**config.mk**
```make
export PLATFORM = sky130hd
export DESIGN_NAME = spi_master_gen_flat
export DESIGN_NICKNAME = d
export VERILOG_FILES = /design/src/rtl/spi_master_gen_if.sv /design/src/rtl/spi_master_gen.sv /design/src/flat_wrapper.sv
export SDC_FILE = /design/constraint.sdc
export NUM_CORES = 1
export LEC_CHECK = 0
export CORE_MARGIN = 2
export CORE_UTILIZATION = 40
export CTS_BUF_LIST = sky130_fd_sc_hd__clkbuf_8
export CTS_CLUSTER_SIZE = 14
export DETAILED_ROUTE_END_ITERATION = 16
export PLACE_DENSITY = 0.67
export SYNTH_ARGS = -nofsm -noshare
export SYNTH_HDL_FRONTEND = slang
export SYNTH_SLANG_ARGS = --single-unit
```
**constraint.sdc**
```tcl
create_clock -name clk -period 12.9 [get_ports clk]
set_clock_uncertainty 0.1 [all_clocks]
set_input_delay 2.58 -clock clk [delete_from_list [all_inputs] [get_ports clk]]
set_output_delay 2.58 -clock clk [all_outputs]
set_load 0.01 [all_outputs]
```
**src/rtl/spi_master_gen_if.sv**
```systemverilog
// rtl/spi_master_gen_if.sv - control, status and pin bundle for spi_master_gen
interface spi_master_gen_if #(
   parameter int DATA_W = 32,
   parameter int NUM_CS = 4,
   parameter int DIV_W  = 8,
   parameter int CS_W   = (NUM_CS > 1) ? $clog2(NUM_CS) : 1
);
   logic              start;
   logic              abort;
   logic [DATA_W-1:0] din;
   logic              cpol;
   logic              cpha;
   logic              lsb_first;
   logic [DIV_W-1:0]  clk_div;
   logic [CS_W-1:0]   cs_sel;
   logic              busy;
   logic              done;
   logic [DATA_W-1:0] dout;
   logic              miso;
   logic              mosi;
   logic              sck;
   logic [NUM_CS-1:0] cs_n;

   // SPI engine side
   modport master (
      input  start, abort, din, cpol, cpha, lsb_first, clk_div, cs_sel, miso,
      output busy, done, dout, mosi, sck, cs_n
   );

   // register logic / pin side
   modport slave (
      output start, abort, din, cpol, cpha, lsb_first, clk_div, cs_sel, miso,
      input  busy, done, dout, mosi, sck, cs_n
   );
endinterface

```
**src/rtl/spi_master_gen.sv**
```systemverilog
// rtl/spi_master_gen.sv - parametrised SPI master, all CPOL/CPHA modes, abortable
module spi_master_gen #(
   parameter int DATA_W = 32,
   parameter int NUM_CS = 4,
   parameter int DIV_W  = 8
) (
   input  logic            clk,
   input  logic            rst,
   spi_master_gen_if.master bus
);
   localparam int CS_W  = (NUM_CS > 1) ? $clog2(NUM_CS) : 1;
   localparam int EDGES = 2 * DATA_W;
   localparam int EC_W  = $clog2(EDGES);

   typedef enum logic [1:0] {IDLE, SETUP, XFER, HOLD} state_t;

   state_t            state;
   logic [DIV_W-1:0]  div_cnt;
   logic [DIV_W-1:0]  div_q;
   logic [EC_W-1:0]   edge_cnt;
   logic              cpol_q;
   logic              cpha_q;
   logic              lsb_q;
   logic [DATA_W-1:0] tx_q;
   logic [DATA_W-1:0] rx_q;
   logic [DATA_W-1:0] dout_q;
   logic              busy_q;
   logic              done_q;
   logic              mosi_q;
   logic              sck_q;
   logic [NUM_CS-1:0] cs_n_q;

   logic              last_edge;
   logic              sample_edge;
   logic              shift_edge;
   logic [DATA_W-1:0] tx_next;
   logic [NUM_CS-1:0] cs_dec;

   // One-hot active-low select; an out-of-range index leaves every line high
   always_comb begin
      cs_dec = '1;
      for (int i = 0; i < NUM_CS; i++) begin
         if (bus.cs_sel == CS_W'(i)) cs_dec[i] = 1'b0;
      end
   end

   // Edge classification: even edges are leading; cpha picks which kind samples.
   // The first drive for cpha=1 is already on mosi from accept, so edge 0 does not shift.
   always_comb begin
      last_edge   = (edge_cnt == EC_W'(EDGES - 1));
      sample_edge = (edge_cnt[0] == cpha_q);
      shift_edge  = (edge_cnt[0] != cpha_q) && (cpha_q ? (edge_cnt != '0) : !last_edge);
      tx_next     = lsb_q ? (tx_q >> 1) : (tx_q << 1);
   end

   // Transfer sequencer: latch config on accept, pace half-periods, shift both directions
   always_ff @(posedge clk or posedge rst) begin
      if (rst) begin
         state    <= IDLE;
         div_cnt  <= '0;
         div_q    <= '0;
         edge_cnt <= '0;
         cpol_q   <= 1'b0;
         cpha_q   <= 1'b0;
         lsb_q    <= 1'b0;
         tx_q     <= '0;
         rx_q     <= '0;
         dout_q   <= '0;
         busy_q   <= 1'b0;
         done_q   <= 1'b0;
         mosi_q   <= 1'b0;
         sck_q    <= 1'b0;
         cs_n_q   <= '1;
      end else begin
         done_q <= 1'b0;
         if (state == IDLE) begin
            sck_q    <= bus.cpol;
            div_cnt  <= '0;
            edge_cnt <= '0;
            if (bus.start) begin
               state  <= SETUP;
               busy_q <= 1'b1;
               cs_n_q <= cs_dec;
               cpol_q <= bus.cpol;
               cpha_q <= bus.cpha;
               lsb_q  <= bus.lsb_first;
               div_q  <= bus.clk_div;
               tx_q   <= bus.din;
               mosi_q <= bus.lsb_first ? bus.din[0] : bus.din[DATA_W-1];
            end
         end else if (bus.abort) begin
            state    <= IDLE;
            busy_q   <= 1'b0;
            cs_n_q   <= '1;
            sck_q    <= cpol_q;
            div_cnt  <= '0;
            edge_cnt <= '0;
         end else if (div_cnt != div_q) begin
            div_cnt <= div_cnt + DIV_W'(1);
         end else begin
            div_cnt <= '0;
            case (state)
               SETUP: state <= XFER;
               XFER: begin
                  sck_q <= ~sck_q;
                  if (sample_edge) begin
                     rx_q <= lsb_q ? {bus.miso, rx_q[DATA_W-1:1]} : {rx_q[DATA_W-2:0], bus.miso};
                  end
                  if (shift_edge) begin
                     tx_q   <= tx_next;
                     mosi_q <= lsb_q ? tx_next[0] : tx_next[DATA_W-1];
                  end
                  if (last_edge) begin
                     state    <= HOLD;
                     edge_cnt <= '0;
                  end else begin
                     edge_cnt <= edge_cnt + EC_W'(1);
                  end
               end
               HOLD: begin
                  state  <= IDLE;
                  busy_q <= 1'b0;
                  done_q <= 1'b1;
                  cs_n_q <= '1;
                  dout_q <= rx_q;
               end
               default: state <= IDLE;
            endcase
         end
      end
   end

   assign bus.busy = busy_q;
   assign bus.done = done_q;
   assign bus.dout = dout_q;
   assign bus.mosi = mosi_q;
   assign bus.sck  = sck_q;
   assign bus.cs_n = cs_n_q;
endmodule

```
**src/flat_wrapper.sv**
```systemverilog
// flat-port wrapper written by rule: the top's interface ports become plain ports
module spi_master_gen_flat 
#(
   parameter int DATA_W = 32,
   parameter int NUM_CS = 4,
   parameter int DIV_W  = 8
)
  (clk, rst, bus_start, bus_abort, bus_din, bus_cpol, bus_cpha, bus_lsb_first, bus_clk_div, bus_cs_sel, bus_miso, bus_busy, bus_done, bus_dout, bus_mosi, bus_sck, bus_cs_n);
  spi_master_gen_if #(.DATA_W(DATA_W), .NUM_CS(NUM_CS), .DIV_W(DIV_W)) bus_i ();
  input  logic clk;
  input  logic rst;
  input wire logic [$bits(bus_i.start)-1:0] bus_start;
  input wire logic [$bits(bus_i.abort)-1:0] bus_abort;
  input wire logic [$bits(bus_i.din)-1:0] bus_din;
  input wire logic [$bits(bus_i.cpol)-1:0] bus_cpol;
  input wire logic [$bits(bus_i.cpha)-1:0] bus_cpha;
  input wire logic [$bits(bus_i.lsb_first)-1:0] bus_lsb_first;
  input wire logic [$bits(bus_i.clk_div)-1:0] bus_clk_div;
  input wire logic [$bits(bus_i.cs_sel)-1:0] bus_cs_sel;
  input wire logic [$bits(bus_i.miso)-1:0] bus_miso;
  output wire logic [$bits(bus_i.busy)-1:0] bus_busy;
  output wire logic [$bits(bus_i.done)-1:0] bus_done;
  output wire logic [$bits(bus_i.dout)-1:0] bus_dout;
  output wire logic [$bits(bus_i.mosi)-1:0] bus_mosi;
  output wire logic [$bits(bus_i.sck)-1:0] bus_sck;
  output wire logic [$bits(bus_i.cs_n)-1:0] bus_cs_n;
  assign bus_i.start = bus_start;
  assign bus_i.abort = bus_abort;
  assign bus_i.din = bus_din;
  assign bus_i.cpol = bus_cpol;
  assign bus_i.cpha = bus_cpha;
  assign bus_i.lsb_first = bus_lsb_first;
  assign bus_i.clk_div = bus_clk_div;
  assign bus_i.cs_sel = bus_cs_sel;
  assign bus_i.miso = bus_miso;
  assign bus_busy = bus_i.busy;
  assign bus_done = bus_i.done;
  assign bus_dout = bus_i.dout;
  assign bus_mosi = bus_i.mosi;
  assign bus_sck = bus_i.sck;
  assign bus_cs_n = bus_i.cs_n;
  spi_master_gen #(.DATA_W(DATA_W), .NUM_CS(NUM_CS), .DIV_W(DIV_W)) u_core (.clk(clk), .rst(rst), .bus(bus_i));
endmodule
```
==> run_results.csv <==
group,metric,value,unit
outcome,outcome,"finished clean",
floorplan,coreArea,15800,sq um
cells_and_area,fillers,1433,
sta,fin_crit_sh,0.375,
synth,synthesis.nets,610,
route,dr.pass1.iters,5,
synth,ys_ff_latch,131,
worst_hold_path,hp-class,"reg2reg",
route,drt-wirelength-per-cell,15.3,um
cells_and_area,final_core_util,0.501,
setup_path,regToRegStartpoint,"u_core.state[0]",
placed_design,finalWeightedCongestion,0.817,
sta,hold_viol,0,
route,drt_iter0_markers,130,
synth,async_flop_share,1.00,
synth,yosys.cell_count.top_type,"dfrtp_1",
setup_path,crit_arrival,5.06,ns
synth,synthSimpleGateAreaFrac,0.0924,
synth,synth_compound_area_frac,0.0807,
setup_path,crit_start,"bus_start",
synth,ys_top_cells_by_area,"dfrtp_1 (49%), mux2i_1 (10%), mux2_4 (6.8%)",
synth,synth_top_cell_by_area,"dfrtp_1",
floorplan,die_h,131,um
synth,synth_common_cells,"dfrtp_1 (127), mux2i_1 (64), nor2_1 (46)",
global_routing,grt_pass1_wl,21.8,mm
global_routing,track_usage,0.163,
global_routing,grt_pass1_vias,4394,
cts,cts_sinks,131,
cells_and_area,stdcell_count,862,
setup_path,endpoint,"u_core.tx_q[30]",
synth,synth_ff_type,"dfrtp_1",
flow_run,drv_cap,0,
synth,synth_xor_area_frac,0.0253,
setup_path,cp.required,13.12,ns
setup_path,crit_path_start_kind,"input pin",
synth,syn_avg_cell_area,11.6,sq um
worst_hold_path,hold_path_depth,1,
route,ant_nets,0,
synth,muxShareOfSynthArea,0.248,
floorplan,rows,46,
power,swShare,0.314,
synth,seq_area_frac_synth,0.511,
placed_design,dp.final_hpwl,8.78,mm
cts,h-tree-depth,4,
cts,cts_made_buffers,17,
floorplan,fp.dieW,131,um
power,pwr-share-seq,0.432,
cts,hold_buffers,0,
sta,setup_viol,0,
cts,cts_tree,"yes",
floorplan,io_pins,90,
route,vias,4356,
route,drt-total-wl,13.2,mm
placed_design,dp.cells,830,
synth,synth_top_family_by_area,"multiplexers",
global_routing,overflow,0,
power,internal_power,953,uW
setup_path,crit_type,"in2reg",
synth,synth-edff-count,0,
synth,synthAdderAreaFrac,0.0136,
sta,fin_crit,4.84,ns
synth,synth_cell_types,46,
setup_path,critPathMaxFanout,33,
global_routing,antenna_found_initial,0,
power,p_switching,437,uW
floorplan,dieArea,17100,sq um
sta,drv_slew,0,
synth,syn_area,6420,sq um
cts,insertion_delay,0.44,ns
cts,clk_path_buf_depth,2,
global_routing,grt_max_degree,78,
synth,yosysTopAreaCellShare,0.495,
sta,slew_headroom,0.262,
cts,cts_setup_buffers,0,
cells_and_area,fin_nets,690,
cts,cts_root_buf,"clkbuf_8",
power,p_per_area,176,nW/um^2
route,remaining_drc_errors,0,
sta,tightest_slew,1.11,ns
cts,clkSlewWorstSetupHoldPaths,0.07,ns
power,pwr-share-clk,0.273,
cells_and_area,antenna_cells,0,
synth,syn_inst,553,
floorplan,start_util,0.407,
placed_design,port-buffer-count,89,
cts,cts_resized,0,
cells_and_area,layout-drive-gt1-share,0.180,
setup_path,reg2reg_slack,9.54,ns
sta,fmax,0.207,GHz
power,leakage,0.00370,uW
setup_path,ff2ff_path_depth,8,
sta,fin_setup_tns,0,ns
power,vdd_drop_max,0.0895,mV
sta,rsz0062_at_grt,"false",
power,combPwrFrac,0.295,
synth,yosys_warnings,0,
route,via_per_inst,5.05,
setup_path,setup.worst_path.end_class,"register",
setup_path,timing.rr.end,"u_core.tx_q[30]",
cells_and_area,synthToLayoutAreaGrowth,23.1,%
## worst min path at each step
stage	startpoint	endpoint
6_report	u_core.bus.dout[26]	u_core.bus.dout[26]
5_1_grt	u_core.bus.dout[26]	u_core.bus.dout[26]
4_1_cts	u_core.bus.dout[26]	u_core.bus.dout[26]
3_5_place_dp	u_core.bus.dout[26]	u_core.bus.dout[26]
3_3_place_gp	u_core.cpol_q	u_core.cpol_q
2_1_floorplan	u_core.edge_cnt[5]	u_core.edge_cnt[5]
## flip-flops by register name, indices dropped and copies added (netlist names)
name	cells
u_core.bus.sck	1
u_core.tx_q	32
u_core.bus.done	1
u_core.edge_cnt	6
u_core.state	2
u_core.cpha_q	1
u_core.rx_q	32
u_core.bus.mosi	1
u_core.bus.cs_n	4
u_core.div_cnt	8
u_core.lsb_q	1
u_core.cpol_q	1
u_core.bus.dout	32
u_core.bus.busy	1
u_core.div_q	8
## cells in the final DEF (no fill, tap or decap), drive strengths merged, types with 3 or more instances in the layout
cell,instances
a21oi,37
a2bb2oi,3
a31oi,4
and3,5
buf,4
bufinv,4
clkbuf,20
clkdlybuf4s50,89
dfrtp,127
dfstp,4
ha,7
inv,11
mux2,75
mux2i,64
nand2,40
nand3,12
nand4,4
nor2,46
nor2b,4
o21ai,43
or2,4
xnor2,12
xor2,4
## per-stage QoR
stage | area (sq um) | setup WS, ns | hold slack, ns | power (uW)
final | 7900 | 8.06 | 0.398 | 1390
after global routing | 7900 | 7.95 | 0.420 | 1470
after CTS | 7900 | 8.10 | 0.404 | 1410
after detailed placement | 7460 | 7.61 | 0.386 | 1020
after global placement | 7460 | 7.69 | 0.386 | 1000
after floorplan | 6420 | 6.73 | 0.363 | 916
## critical path: stages
cell	delay (ns)
clkdlybuf4s50_1	0.49
nand2_1	0.51
o31a_1	0.24
or2_2	0.82
mux2_1	0.39
## final cells by class
cell class	count	area, sq um	share of cell area
inverter	7	28.8	0.00364
timing repair buffer	93	921	0.117
clock buffer	20	275	0.0348
clock inverter	12	164	0.0207
sequential	131	3290	0.416
multi-input combinational	383	2960	0.374
tap	216	270	0.0342
## kinds of logic (layout without fill, tap and decap cells)
family                   after synthesis  count (layout)
flip-flops                           131             131
adder cells (fa/ha/maj)                7               7
AO/OA/AOI/OAI                         95              95
XOR/XNOR                              16              16
multiplexers                         139             139
AND/OR/NAND/NOR                      126             126
buffers and inverters                 39             132
## metal layers
metal,vias to the layer above,GRT usage,part of all wire
met5,-,0,0
met4,0,0.0626,0.013
met3,13,0.0468,0.048
met2,82,0.260,0.48
met1,2154,0.210,0.46
li1,2107,-,-
## power groups by stage
stage,registers [uW],logic [uW],clock network [uW]
2_1_floorplan,541,375,0
3_3_place_gp,605,397,0
3_5_place_dp,609,412,0
4_1_cts,603,414,391
5_1_grt,616,449,409
6_report,601,410,379
No activity file was read; power rests on OpenSTA's default activity.
